<file path="src/rtl/alu_cmd_sequencer.sv">
// Command-side sequencer for the 8-bit combinational ALU. It accepts a command, drives
// the ALU inputs, waits a programmable settle time, captures the result and returns it.
module alu_cmd_sequencer #(
  parameter int unsigned WIDTH  = 8,
  parameter int unsigned SETTLE = 1,
  parameter int unsigned CNT_W  = 16
) (
  input  logic             clk,
  input  logic             rst_n,
  input  logic             cmd_valid,
  output logic             cmd_ready,
  input  logic [2:0]       cmd_op,
  input  logic [WIDTH-1:0] cmd_a,
  input  logic [WIDTH-1:0] cmd_b,
  input  logic             cmd_use_acc,
  input  logic             cmd_clr_acc,
  output logic [WIDTH-1:0] alu_a,
  output logic [WIDTH-1:0] alu_b,
  output logic [2:0]       alu_s,
  input  logic [WIDTH-1:0] alu_f,
  output logic             rsp_valid,
  input  logic             rsp_ready,
  output logic [WIDTH-1:0] rsp_f,
  output logic [WIDTH-1:0] acc,
  output logic [CNT_W-1:0] op_count,
  output logic             busy
);

  localparam int unsigned SET_W = 4;

  typedef enum logic [1:0] {
    IDLE  = 2'd0,
    DRIVE = 2'd1,
    RESP  = 2'd2
  } state_t;

  state_t           state;
  state_t           state_nxt;
  logic [SET_W-1:0] settle_cnt;
  logic             accept_c;
  logic             capture_c;
  logic             release_c;

  generate
    if (SETTLE < 1 || SETTLE > 15) begin : g_settle_chk
      $error("alu_cmd_sequencer: SETTLE must be in 1..15");
    end
  endgenerate

  // State register
  always_ff @(posedge clk) begin
    if (!rst_n) begin
      state <= IDLE;
    end else begin
      state <= state_nxt;
    end
  end

  // Next-state and transaction strobes
  always_comb begin
    state_nxt = state;
    accept_c  = 1'b0;
    capture_c = 1'b0;
    release_c = 1'b0;
    case (state)
      IDLE: begin
        if (cmd_valid) begin
          accept_c  = 1'b1;
          state_nxt = DRIVE;
        end
      end
      DRIVE: begin
        if (settle_cnt == '0) begin
          capture_c = 1'b1;
          state_nxt = RESP;
        end
      end
      RESP: begin
        if (rsp_ready) begin
          release_c = 1'b1;
          state_nxt = IDLE;
        end
      end
      default: state_nxt = IDLE;
    endcase
  end

  // Datapath; cmd_ready/busy mirror the next state so they stay registered
  always_ff @(posedge clk) begin
    if (!rst_n) begin
      cmd_ready  <= 1'b1;
      busy       <= 1'b0;
      alu_a      <= '0;
      alu_b      <= '0;
      alu_s      <= '0;
      rsp_valid  <= 1'b0;
      rsp_f      <= '0;
      acc        <= '0;
      op_count   <= '0;
      settle_cnt <= '0;
    end else begin
      cmd_ready <= (state_nxt == IDLE);
      busy      <= (state_nxt != IDLE);
      if (accept_c) begin
        alu_s      <= cmd_op;
        alu_b      <= cmd_b;
        alu_a      <= cmd_clr_acc ? '0 : (cmd_use_acc ? acc : cmd_a);
        settle_cnt <= SET_W'(SETTLE - 1);
        if (cmd_clr_acc) begin
          acc <= '0;
        end
      end
      if (state == DRIVE && settle_cnt != '0) begin
        settle_cnt <= settle_cnt - SET_W'(1);
      end
      if (capture_c) begin
        rsp_f     <= alu_f;
        acc       <= alu_f;
        rsp_valid <= 1'b1;
      end
      if (release_c) begin
        rsp_valid <= 1'b0;
        op_count  <= op_count + CNT_W'(1);
      end
    end
  end

endmodule

</file>
<file path="config.mk">
export PLATFORM = sky130hd
export DESIGN_NAME = alu_cmd_sequencer
export DESIGN_NICKNAME = d
export VERILOG_FILES = /design/src/rtl/alu_cmd_sequencer.sv
export SDC_FILE = /design/constraint.sdc
export NUM_CORES = 1
export LEC_CHECK = 0
export ABC_AREA = 1
export CAP_MARGIN = 20
export CORE_MARGIN = 2
export CORE_UTILIZATION = 41
export CTS_CLUSTER_DIAMETER = 80
export CTS_CLUSTER_SIZE = 12
export DETAILED_ROUTE_END_ITERATION = 16
export PLACE_DENSITY_LB_ADDON = 0.3
export SLEW_MARGIN = 20
export SYNTH_ARGS = -nofsm -noshare
export SYNTH_HDL_FRONTEND = slang
export SYNTH_SLANG_ARGS = --single-unit
</file>
<file path="constraint.sdc">
create_clock -name clk -period 1.3 [get_ports clk]
set_clock_uncertainty 0.05 [all_clocks]
set_input_delay 0.325 -clock clk [delete_from_list [all_inputs] [get_ports clk]]
set_output_delay 0.325 -clock clk [all_outputs]
set_load 0.05 [all_outputs]
</file>
-- Yosys cells after proc, flatten, opt, wreduce, memory -nomap -nowiden
Cells that the tools add are included.
- memories: 0
- RAM bits: 0
- output and inout bits: 54
- bits in read-only memories: 0
- bits of input ports: 33
- register bits after elaboration: 60
- word-level logic and storage cells: 44
- bits in latches: 0
- add/sub/neg operators: 2
- reductions and logical operators: 11
- bitwise operators: 1
- eq/ne operators: 2
- shift operators: 0
- magnitude comparators: 0
- divide/modulo/power cells: 0
- multipliers: 0
- muxes and demuxes: 17
- operators by type and width (cell ; count):
    $mux W8 ; 5
    $add A16 B1 Y16 const B ; 1
    $mux W4 ; 2
    $reduce_bool A2 Y1 ; 4
    $mux W1 ; 6
    $mux W2 ; 3
    $pmux W2 S3 ; 1
    $logic_not A2 Y1 ; 2
    $logic_not A4 Y1 ; 1
    $reduce_bool A4 Y1 ; 1
    $sub A4 B1 Y4 const B ; 1
    $eq A2 B1 Y1 const B ; 1
    $eq A2 B2 Y1 const B ; 1
    $reduce_and A2 Y1 ; 1
    $reduce_or A2 Y1 ; 1
    $logic_and A1 B1 Y1 ; 1
    $not A1 Y1 ; 1

-- Depth between registers and ports, before layout
Gate-level depths: netlist (run 1).
- word-level depth: 5
- mapped depth: 8

-- Worst setup path before layout (run 1)
No wires, ideal clock.
- path type: register -> register
- from: register op_count[0]
- to: register op_count[8]
- path slack: -451 ps
- data required time: 1122 ps
- period minus slack after synthesis: 1751 ps
- arrival time: 1573 ps
- stages on the path, launching flop included: 9
- library setup time: 128 ps
- cell sequence: dfxtp_1 -> ha_1 -> nand3_2 -> nor2_8 -> nand2_4 -> nor2_1 -> nand2_1 -> nand2_1 -> nor2_1
- cells in the longest elaborated chain, start to end: 1
- RTL lines (item ; RTL line ; RTL):
    from (decl) ; 25 ; output logic [CNT_W-1:0] op_count,
    from (signal assigned) ; 123 ; op_count <= op_count + CNT_W'(1);
    $add A16 B1 Y16 ; 123 ;
No other way between the ends.
A chain may end at the register's enable or synchronous reset.

-- Final worst setup path (run 1)
- from: register settle_cnt[0]
- to: register settle_cnt[3]
- cells in the longest elaborated chain, start to end: 3
- elaborated cells between the ends (all ways): 5
- those cells by class: add/sub: 1; mux: 1; reduce/logical: 3
- RTL lines (item ; RTL line ; RTL):
    from (decl) ; 39 ; logic [SET_W-1:0] settle_cnt;
    from (signal assigned) ; 108 ; settle_cnt <= SET_W'(SETTLE - 1);
    from (signal assigned) ; 114 ; settle_cnt <= settle_cnt - SET_W'(1);
    branches (longest 3 deep; another with $sub A4 B1 Y4) ; - ;
Parallel ways; which one is timed is not known.

==> summary.txt, run 1 <==
Route
  – DR WL met2: 3770 um
  – Initial detailed-routing violation count: 79
  – Drt via density: 4.99
  – Met1 Routed Length: 2700 um
  – Top Layer Used: met4
  – Vias: 2576
  – Antenna-violating nets left: 0
  – Mean routed wirelength per cell: 13.8 um
  – DRT Wirelength: 7110 um
  – DRC errors left: 0
  – Drt pass-1 iters: 4
  – Routed length on met3: 536 um

Die
  – Die Ht: 82.9 um
  – Site row count: 28
  – Initial Util: 0.429
  – Core Box Area: 5960 sq um
  – Die Wd: 82.9 um
  – Die area: 6880 sq um
  – Io pins: 87

Finish
  – Register area: 1250 sq um
  – Multi-input logic area: 1330 sq um
  – Filler Cells Inserted: 394
  – Layout area overhead: 78.9%
  – Ant. Diodes: 0
  – Final #Nets: 471
  – Share of layout cells above drive strength 1: 0.392

Synth
  – Post-synth top flop: dfxtp_1
  – Number of flops mapped to enable cells by yosys: 0
  – Post-Syn Nets: 364
  – #FFs+latches synth: 60
  – Area contributors post-synth: dfxtp_1, nand2_1, nor2_1, a21oi_1, nand3_1
  – Synth warn: 0
  – Count leader, synth: nand2_1
  – Area share of the largest cell type after synthesis: 0.470
  – Mapped Cells: 329
  – Cell taking the most area after synthesis: dfxtp_1
  – Syn avg cell area: 7.76 sq um
  – Share of the yosys chip area belonging to registers: 0.470
  – Post-Syn Area: 2550 sq um
  – Commonest cells in the netlist: nand2_1, dfxtp_1, nor2_1
  – Unique masters post-synth: 30
  – Fraction of synthesis flops using an asynchronous set or reset pin: 0

Timing
  – Max Slew Vio Count: 0
  – # setup viols final: 14
  – Fin crit share: 1.02
  – Max-Slew Margin vs Limit: 0.839
  – Worst slew pin tran: 242 ps
  – Fmax: 0.754 GHz
  – Worst Slack Setup Final: -25.6 ps
  – RSZ-0062 raised after global routing: true
  – Post-route minimum period: 1330 ps
  – Fin. Hold Viols: 0

Power and ir drop
  – Maximum VDD drop: 0.694 mV
  – Sw frac: 0.290
  – Register share of total power: 0.433
  – Combinational Power Share: 0.216
  – Switching power of the nets: 1.34 mW
  – Cell area power density: 1010 nW/um^2
  – Clk pwr share: 0.351
  – Int Power: 3.28 mW
  – Total Power: 4.62 mW
  – Leakage power: 1.84 nW

CTS
  – Total CTS buffers: 9
  – CTS tree: built
  – Clock Path Buffers: 2
  – Htree depth: 3
  – Clock Sinks: 60
  – CTS Root Cell: clkbuf_8
  – Reg clk slew, reported paths: 70 ps
  – Worst skew pair latency: 330 ps
  – # hold bufs at CTS: 0

Placement
  – Pre-CTS worst setup slack: -385 ps
  – Post-detail-place hpwl: 5180 um
  – Port-buffer cells: 86
  – Global placement routability congestion: 0.801

Outcome
  – Status: finished with violations
  – Violated checks: setup timing

Job
  – Maximum capacitance violations: 0

Setup path
  – Crit-path cells: inv_2 -> ha_4 -> nand2_4 -> nor2_4 -> nor2_4 -> nor2_4 -> nand2_1 -> a21oi_1
  – Worst EP arrival: 1530 ps
  – CP Launch Type: flip-flop
  – CP max-delay cell: dfxtp_1
  – Setup crit end kind: flip-flop
  – Slowest stage delay, CP: 320 ps
  – Critical Path Most Common Cell: nor2_4
  – Setup Crit Path Kind: reg -> reg
  – Worst path required time: 1500 ps
  – Max FO, Critical Path: 7

GRT
  – Initial antenna violation count: 0
  – Largest net degree at the start of global routing: 33
  – First-pass GRT wire length: 11600 um
  – Vias in the first global route: 2537
  – Total global-route track usage: 0.205
  – Grt total ovfl: 0

Min path
  – Worst min path class: reg -> reg
[cell type report]
cell class | instances | area share
clock inverter | 6 | 0.0140
tap | 75 | 0.0205
inverter | 29 | 0.0249
clock buffer | 10 | 0.0279
timing repair buffer | 107 | 0.347
multi-input combinational | 229 | 0.292
sequential | 60 | 0.274
[placed cells by master, fill, tap and decap left out, drive strengths merged]
| cell | instances |
|---|---|
| buf | 75 |
| nand2 | 73 |
| dfxtp | 60 |
| nor2 | 58 |
| a21oi | 35 |
| clkdlybuf4s50 | 31 |
| inv | 29 |
| nand3 | 22 |
| o21ai | 18 |
| clkbuf | 10 |
| mux2 | 8 |
| nand4 | 5 |
| clkinv | 5 |
| o21a | 2 |
| xor2 | 2 |
| ha | 2 |
| a31oi | 2 |
| or2 | 1 |
| o21bai | 1 |
| bufinv | 1 |
| dlygate4sd2 | 1 |
[through the flow]
step | cell area [sq um] | utilization | hold slack [ps] | setup TNS, ps | cells
final | 4570 | 0.767 | 417 | -212 | 516
after global routing | 4570 | 0.767 | 443 | -2150 | 516
after CTS | 4400 | 0.739 | 422 | -20.2 | 512
after detailed placement | 4170 | 0.700 | 408 | -14700 | 496
after global placement | 4170 | 0.700 | 397 | -13240 | 496
after floorplan | 2600 | - | 389 | -26.3 | 329
[final timing paths]
path,startpoint,end,slack [ps],cells after the start
min,settle_cnt[1],settle_cnt[1],420,2
min reg2reg,settle_cnt[1],settle_cnt[1],420,2
max reg2reg,settle_cnt[0],settle_cnt[3],-30,8
max,settle_cnt[0],settle_cnt[3],-30,8
[sequential cells by signal, summed over array words and instances, names as in the netlist]
signal and cells:
acc 8, alu_a 8, alu_b 8, alu_s 3, busy 1, cmd_ready 1
op_count 16, rsp_f 8, rsp_valid 1, settle_cnt 4, state 2
[power groups by stage]
| stage | combinational [mW] | sequential [mW] | clock (mW) |
|---|---|---|---|
| after floorplan | 0.226 | 2.26 | 0 |
| after detailed placement | 0.961 | 2.04 | 0 |
| after global routing | 1.05 | 2.01 | 1.76 |
| after CTS | 0.969 | 2.00 | 1.66 |
| final | 0.997 | 2.00 | 1.62 |
| after global placement | 0.949 | 2.04 | 0 |
[layer usage]
metal / track usage / vias to the layer above
li1: - / 1285
met1: 0.227 / 1186
met2: 0.371 / 92
met3: 0.0666 / 13
met4: 0.0626 / 0
met5: 0 / -
[timing repair]
item / CTS / global route
setup endpoints to repair: 31 / 53
pin swaps: 10 / 23
gates resized for setup: 15 / 46
buffers inserted: 1 / 4
[worst max-delay path, delay by kind of cell, from the launching register on]
family / cells / cell delay [ps]
compound gates: 1 / 130
buf+inv: 1 / 80
fa+ha+maj: 1 / 170
simple gates: 5 / 510
flops: 1 / 320
[logic make-up after synthesis]
group / share of synthesized area
XOR/XNOR: 0.00686
AND/OR/NAND/NOR: 0.287
AO/OA/AOI/OAI: 0.121
buffers and inverters: 0.0705
multiplexers: 0.0353
flip-flops: 0.470
adder cells (fa/ha/maj): 0.00980
Power figures use the tool's default switching activity.
==> run 2: changes to the inputs <==
--- a/config.mk
+++ b/config.mk
@@ -12,8 +12,8 @@
 export CTS_CLUSTER_DIAMETER = 80
 export CTS_CLUSTER_SIZE = 12
 export DETAILED_ROUTE_END_ITERATION = 16
-export PLACE_DENSITY_LB_ADDON = 0.3
-export SLEW_MARGIN = 20
+export PLACE_DENSITY = 0.74
+export SLEW_MARGIN = 10
 export SYNTH_ARGS = -nofsm -noshare
 export SYNTH_HDL_FRONTEND = slang
 export SYNTH_SLANG_ARGS = --single-unit
==> constraint.sdc (replaced) <==
create_clock -name clk -period 1.3 [get_ports clk]
set_clock_uncertainty 0.05 [all_clocks]
set_input_delay 0.195 -clock clk [delete_from_list [all_inputs] [get_ports clk]]
set_output_delay 0.195 -clock clk [all_outputs]
set_load 0.05 [all_outputs]
==> run 2 against run 1 <==
The run still ends with setup timing left. Combinational power barely moved. Sequential power barely moved. First-iteration DRC count fell by 5.1%. Sequential cell count stayed put. Core utilization is 0.50 points higher. Critical path depth is the same. Power grew 6.4%. Global-route usage up 0.43 points. Non-clock buffer count is 5 higher. Design area up 0.66%. Hold slack lost 20 ps. Maximum frequency down 0.43%. Critical path type unchanged. Critical endpoint is now state[0]. Largest cell class unchanged. Largest power group unchanged.
==> summary.txt, run 2 (synthesis results as in run 1) <==
Outcome
  – Status: finished with violations
  – Violated checks: setup timing

Finish
  – Max reg flops: 16 (unchanged)
  – Layout area overhead: 80.1%
  – Ant. Diodes: 0 (unchanged)
  – Multi-input logic area: 1310 sq um (-1.9%)
  – Final #Nets: 476 (+1.1%)
  – Largest Register: op_count
  – Register area: 1230 sq um (-1.2%)
  – Commonest non-fill, non-tap cell in the layout: nand2_1
  – Commonest non-fill, non-tap cells in the layout: nand2_1, buf_12, nor2_1, dfxtp_1, clkdlybuf4s50_1
  – Share of layout cells above drive strength 1: 0.377 (-0.0156)
  – Filler Cells Inserted: 403 (+2.3%)
  – Layout Utilization: 0.772 (+0.00504)

GRT
  – Total global-route track usage: 0.209 (+0.00434)
  – Initial antenna violation count: 0 (unchanged)
  – Vias in the first global route: 2524 (-0.51%)
  – Largest net degree at the start of global routing: 33 (unchanged)
  – First-pass GRT wire length: 11700 um (+0.89%)
  – Grt total ovfl: 0 (unchanged)

Setup path
  – Setup crit end kind: flip-flop
  – R2R cell count: 8 (unchanged)
  – CP Launch Type: flip-flop
  – Max FO, Critical Path: 7 (unchanged)
  – Setup Crit Path Kind: reg -> reg
  – Worst EP arrival: 1520 ps (about the same)
  – Worst path required time: 1490 ps (about the same)

Route
  – Routed length on met3: 656 um (+22%)
  – Initial detailed-routing violation count: 75 (-5.1%)
  – Drt via density: 5.00 (+0.16%)
  – DR WL met2: 3820 um (+1.2%)
  – Top Layer Used: met4
  – Met1 Routed Length: 2810 um (+4.2%)
  – DRC errors left: 0 (unchanged)
  – Drt pass-1 iters: 4 (unchanged)
  – Vias: 2605 (+1.1%)
  – Mean routed wirelength per cell: 14.3 um (+3.9%)
  – Antenna-violating nets left: 0 (unchanged)
  – DRT Wirelength: 7450 um (+4.9%)

Timing
  – Fin crit share: 1.02 (+0.00444)
  – Worst hold slack: 396 ps (-20.3 ps)
  – Fmax: 0.751 GHz (-0.43%)
  – RSZ-0062 raised after global routing: true
  – Worst Slack Setup Final: -31.4 ps (-5.77 ps)
  – Max Slew Vio Count: 0 (unchanged)
  – # setup viols final: 7 (-7)
  – Worst slew pin tran: 256 ps (+14.8 ps)
  – Max-Slew Margin vs Limit: 0.828 (-0.0105)
  – Fin. Hold Viols: 0 (unchanged)
  – Post-route minimum period: 1330 ps (+5.77 ps)

CTS
  – Clock Sinks: 60 (unchanged)
  – Clock Path Buffers: 2 (unchanged)
  – CTS Root Cell: clkbuf_8
  – Worst skew pair latency: 340 ps (about the same)
  – CTS tree: built
  – Total CTS buffers: 9 (unchanged)
  – Reg clk slew, reported paths: 70 ps (about the same)
  – Htree depth: 3 (unchanged)

Power and ir drop
  – Total Power: 4.92 mW (+6.4%)
  – Combinational Power Share: 0.205 (-0.011)
  – Register share of total power: 0.407 (-0.026)
  – Leakage power: 1.86 nW (+1.3%)
  – Cell area power density: 1070 nW/um^2 (+5.7%)
  – Sw frac: 0.276 (-0.0141)
  – Int Power: 3.56 mW (+8.5%)
  – Clk pwr share: 0.388 (+0.037)
  – Maximum VDD drop: 0.921 mV (+33%)
  – Switching power of the nets: 1.36 mW (+1.2%)

Die
  – Core Box Area: 5960 sq um (unchanged)
  – Die Wd: 82.9 um (unchanged)
  – Initial Util: 0.429 (unchanged)
  – Die area: 6880 sq um (unchanged)
  – Io pins: 87 (unchanged)
  – Site row count: 28 (unchanged)
  – Die Ht: 82.9 um (unchanged)

Min path
  – Worst min path class: in -> reg
  – Hold path depth: 3 (+1)

Placement
  – Post-detail-place hpwl: 5080 um (-1.9%)
  – Port-buffer cells: 86 (unchanged)
  – Global placement routability congestion: 0.845 (+5.5%)
  – Pre-CTS worst setup slack: -274 ps (+110 ps)

Job
  – Maximum capacitance violations: 0 (unchanged)
[run 2: changes by cell type in the layout (fill, tap and decap cells not counted), sizes merged]
cell | before | now
buf | 75 | 80
dlygate4sd2 | 1 | 0
clkinv | 5 | 3
clkdlybuf4s50 | 31 | 32
inv | 29 | 28
clkbuf | 10 | 13
[run 2: worst max-delay path, stage by stage, from the launching register on]
cell	delay (ps)
dfxtp_2	320
inv_2	70
ha_4	150
nand2_2	70
nor2_4	140
nor2_4	70
nor2_4	190
buf_4	140
nor2_1	30
[run 2: worst paths after layout]
| kind | slack [ps] | endpoint | startpoint |
|---|---|---|---|
| hold / removal | 400 | acc[5] | alu_f[5] |
| setup / recovery | -30 | state[0] | settle_cnt[1] |
| hold reg to reg | 450 | settle_cnt[2] | settle_cnt[2] |
| setup reg to reg | -30 | state[0] | settle_cnt[1] |
[run 2: cell type report]
class / count / share of cell area
Multi-Input combinational cell: 229 / 0.285
Timing Repair Buffer: 112 / 0.352
Clock buffer: 13 / 0.0414
Clock inverter: 3 / 0.00871
Inverter: 29 / 0.0248
Sequential cell: 60 / 0.269
Tap cell: 75 / 0.0204
[run 2: metal layers]
layer / global-route usage / vias to the layer above
li1: - / 1284
met1: 0.235 / 1200
met2: 0.353 / 101
met3: 0.0706 / 20
met4: 0.104 / 0
met5: 0 / -
[run 2: power by group through the flow]
| stage | logic, mW | clock network [mW] | registers, mW |
|---|---|---|---|
| detailed placement | 0.969 | 0 | 2.04 |
| CTS | 0.978 | 1.92 | 2.00 |
| global route | 1.06 | 2.02 | 2.01 |
| floorplan | 0.226 | 0 | 2.26 |
| global placement | 0.960 | 0 | 2.04 |
| finish | 1.01 | 1.91 | 2.00 |
[run 2: metrics by stage]
stage / cell area [sq um] / instances / TNS [ps]
floorplan: 2600 / 329 / -26.3
global placement: 4170 / 497 / -7070
detailed placement: 4170 / 497 / -7830
CTS: 4430 / 513 / 0
global route: 4600 / 521 / -1960
finish: 4600 / 521 / -125
[run 2: what timing repair did]
item | CTS | global route
pin swaps | 3 | 16
hold buffers | 0 | 0
endpoints found under the setup margin | 24 | 39
gates cloned | 0 | 0
gates resized for setup | 10 | 31
setup buffers | 0 | 8
==> run 3: changes to the inputs <==
--- a/config.mk
+++ b/config.mk
@@ -5,14 +5,14 @@
 export SDC_FILE = /design/constraint.sdc
 export NUM_CORES = 1
 export LEC_CHECK = 0
-export ABC_AREA = 1
 export CAP_MARGIN = 20
+export CORE_ASPECT_RATIO = 0.8
 export CORE_MARGIN = 2
-export CORE_UTILIZATION = 41
+export CORE_UTILIZATION = 28
 export CTS_CLUSTER_DIAMETER = 80
 export CTS_CLUSTER_SIZE = 12
 export DETAILED_ROUTE_END_ITERATION = 16
-export PLACE_DENSITY = 0.74
+export PLACE_DENSITY = 0.55
 export SLEW_MARGIN = 10
 export SYNTH_ARGS = -nofsm -noshare
 export SYNTH_HDL_FRONTEND = slang
==> run 3 against run 2 <==
The flow still finishes with violations (setup timing). Highest routed layer unchanged. Combinational power rose by 9%. Synthesized area down 7.1%. Register-to-register slack got worse by 250 ps. Design area rose by 11%. Clock power down 6%. Hold slack worse by 42 ps. Largest cell class unchanged. Non-clock buffer count grew 29. Maximum frequency shrank 16%. Critical path type unchanged. Critical endpoint is now op_count[15]. Power is 0.87% lower. Global-route usage shrank 3.4 points. Worst setup slack worse by 250 ps. Largest power group unchanged.
==> summary.txt, run 3 <==
Outcome
  – Status: finished with violations
  – Violated checks: setup timing

Route
  – Drt via density: 4.67 (-6.6%)
  – Vias: 2513 (-3.5%)
  – DRC errors left: 0 (unchanged)
  – Drt pass-1 iters: 4 (unchanged)
  – Initial detailed-routing violation count: 57 (-24%)
  – Mean routed wirelength per cell: 14.2 um (-0.70%)
  – DRT Wirelength: 7640 um (+2.5%)
  – Antenna-violating nets left: 0 (unchanged)

Power and ir drop
  – Leakage power: 2.04 nW (+9.8%)
  – Combinational Power Share: 0.225 (+0.020)
  – Clk pwr share: 0.370 (-0.018)
  – Int Power: 3.51 mW (-1.3%)
  – Cell area power density: 952 nW/um^2 (-11%)
  – Switching power of the nets: 1.36 mW (+0.19%)
  – Register share of total power: 0.405 (-0.002)
  – Sw frac: 0.279 (+0.00297)
  – Maximum VDD drop: 0.603 mV (-35%)

Die
  – Die Wd: 107 um (+29%)
  – Die Ht: 86.3 um (+4.1%)
  – Site row count: 30 (+7.1%)
  – Die area: 9230 sq um (+34%)
  – Io pins: 87 (unchanged)
  – Core Box Area: 8370 sq um (+41%)
  – Initial Util: 0.283 (-0.145)

Synth
  – Simple-gate portion of the synthesized area: 0.259 (-0.0277)
  – Commonest cells in the netlist: dfxtp_1, nand2_1, a21oi_1
  – Post-Syn Area: 2370 sq um (-7.1%)
  – Fraction of synthesis flops using an asynchronous set or reset pin: 0 (unchanged)
  – Post-synthesis compound-gate area fraction: 0.109 (-0.0119)
  – Largest family of logic cells by synthesized area: simple AND/OR/NAND/NOR gates
  – Area share of the largest cell type after synthesis: 0.506 (+0.0360)
  – Post-Synth Adder-Cell Area: 0.0105 (+0.000749)
  – Unique masters post-synth: 35 (+17%)
  – #FFs+latches synth: 60 (unchanged)
  – Synth warn: 0 (unchanged)
  – Count leader, synth: dfxtp_1
  – Syn avg cell area: 8.44 sq um (+8.8%)
  – Post-Syn Nets: 316 (-13%)
  – Post-synthesis xor/xnor area fraction: 0.0369 (+0.0301)
  – Area contributors post-synth: dfxtp_1, nand2_1, a21oi_1, mux2i_1, nor2_1
  – Number of flops mapped to enable cells by yosys: 0 (unchanged)
  – Cell taking the most area after synthesis: dfxtp_1
  – Share of the yosys chip area belonging to registers: 0.506 (+0.0360)
  – Post-synthesis mux area share: 0.0464 (+0.0111)
  – Post-synth top flop: dfxtp_1
  – Mapped Cells: 281 (-15%)

GRT
  – Total global-route track usage: 0.175 (-0.0345)
  – Initial antenna violation count: 0 (unchanged)
  – First-pass GRT wire length: 12500 um (+6.2%)
  – Largest net degree at the start of global routing: 20 (-39%)
  – Vias in the first global route: 2566 (+1.7%)
  – M2 GR Usage: 0.290 (-0.0633)
  – Most Crowded Layer GR: met2
  – Grt total ovfl: 0 (unchanged)
  – Met3 Usage GRT: 0.0504 (-0.0202)
  – GR Util met1: 0.218 (-0.0166)

Finish
  – Layout area overhead: 116%
  – Share of layout cells above drive strength 1: 0.542 (+0.166)
  – Commonest non-fill, non-tap cell in the layout: buf_12
  – Largest Register: op_count
  – Filler Cells Inserted: 697 (+73%)
  – Max reg flops: 16 (unchanged)
  – Finished Layout Cells: 538 (+3.3%)
  – Multi-input logic area: 1610 sq um (+23%)
  – Final #Nets: 456 (-4.2%)
  – Layout Utilization: 0.612 (-0.160)
  – Commonest non-fill, non-tap cells in the layout: buf_12, dfxtp_1, buf_4, nand2_1, clkdlybuf4s50_1
  – Register area: 1250 sq um (+1.2%)
  – Ant. Diodes: 0 (unchanged)

Setup path
  – Setup Crit Path Kind: reg -> reg
  – Reg-to-reg startpoint: op_count[10]
  – Reg2reg end: op_count[15]
  – Worst EP arrival: 1790 ps (+270 ps)
  – Setup crit end kind: flip-flop
  – Max FO, Critical Path: 3 (-4)
  – Worst R2R Setup Slack: -280 ps (-250 ps)
  – R2R cell count: 4 (-4)
  – Worst path required time: 1510 ps (+20 ps)
  – CP Launch Type: flip-flop

Placement
  – Post-detail-place hpwl: 5510 um (+8.3%)
  – Global placement routability congestion: 0.880 (+4.1%)
  – Port-buffer cells: 86 (unchanged)
  – DP Cell Count: 510 (+2.6%)

Timing
  – Worst slew pin tran: 313 ps (+56.9 ps)
  – Fin crit share: 1.21 (+0.189)
  – Fmax: 0.634 GHz (-16%)
  – Fin. Hold Viols: 0 (unchanged)
  – Worst Slack Setup Final: -277 ps (-246 ps)
  – Max Slew Vio Count: 0 (unchanged)
  – Max-Slew Margin vs Limit: 0.785 (-0.0433)
  – RSZ-0062 raised after global routing: true
  – Post-route minimum period: 1580 ps (+246 ps)
  – # setup viols final: 51 (+44)

Min path
  – Worst min path class: in -> reg
  – WHS Endpoint: alu_s[2]
  – Hold wc startpoint: cmd_op[2]
  – Hold path depth: 3 (unchanged)

Job
  – Maximum capacitance violations: 0 (unchanged)

CTS
  – Total CTS buffers: 9 (unchanged)
  – CTS tree: built
  – Worst skew pair latency: 330 ps (about the same)
  – # hold bufs at CTS: 0 (unchanged)
  – Htree depth: 3 (unchanged)
  – Reg clk slew, reported paths: 70 ps (about the same)
  – Clock Path Buffers: 2 (unchanged)
  – CTS Root Cell: clkbuf_8
  – Clock Sinks: 60 (unchanged)
## run 3: changes by cell type in the layout (fill, tap and decap cells not counted), sizes merged, moves of 5 or more
cell	delta
mux2	-8
nand2	-17
nor3	+12
mux2i	+11
buf	+29
nor2	-35
xnor2	+7
inv	-23
a21oi	+5
o21ai	-14
nand3	-15
## run 3: metal layers
| layer | wire length, um | share of wire | vias up |
|---|---|---|---|
| li1 | - | - | 1240 |
| met2 | 3660 | 0.48 | 70 |
| met3 | 470 | 0.061 | 8 |
| met1 | 3430 | 0.45 | 1195 |
| met4 | 85 | 0.011 | 0 |
| met5 | 0 | 0 | - |
## run 3: repair_timing
action	in CTS	in global routing
pin swaps	35	14
setup buffers	8	2
hold endpoints to repair	0	0
gates cloned	3	0
setup endpoints to repair	53	57
gates resized for setup	77	18
## run 3: cell families (layout without fill, tap and decap cells)
kind of cell / after synthesis / after routing
compound gates: 49 / 49
mux: 11 / 11
flops: 60 / 60
fa+ha+maj: 2 / 2
xor+xnor: 10 / 10
simple gates: 129 / 132
buf+inv: 20 / 162
## run 3: final cells by class
cell class                 instances  share of cell area
clock inverter                     1             0.00147
multi-input combinational        204               0.314
sequential                        60               0.244
inverter                           5             0.00367
clock buffer                      15              0.0428
timing repair buffer             141               0.367
tap                              112              0.0274
## run 3: per-stage QoR
stage                     hold slack, ps  power (mW)  setup slack (ps)  TNS (ps)  cell area (sq um)
after global routing                 363        5.06              -326     -8910               5120
after detailed placement             435        2.95              -607    -21150               4420
after global placement               429        2.94              -575    -20160               4420
after floorplan                      281        2.44              -311     -2450               2610
after CTS                            337        4.90              -263     -5700               5030
final                                355        4.87              -277     -5460               5120
## run 3: power groups by stage
stage	Clock, mW	Combinational [mW]	Sequential [mW]
detailed placement	0	0.939	2.01
global placement	0	0.930	2.01
CTS	1.85	1.07	1.98
global route	1.93	1.15	1.98
floorplan	0	0.234	2.21
finish	1.80	1.10	1.97
## run 3: how the worst max path moves through the flow
| stage | cells after the start | end | start | slack (ps) |
|---|---|---|---|---|
| after floorplan | 4 | op_count[15] | op_count[7] | -310 |
| after global placement | 5 | op_count[15] | rsp_ready | -580 |
| after detailed placement | 5 | op_count[15] | rsp_ready | -610 |
| after CTS | 4 | op_count[15] | op_count[10] | -260 |
| after global routing | 4 | op_count[15] | state[0] | -330 |
| final | 4 | op_count[15] | op_count[10] | -280 |
## run 3: critical path, cell delays in order (launching register included)
cell     delay (ps)
dfxtp_4         340
nand4_1         140
or4_4           550
or3_1           320
a21oi_1         120
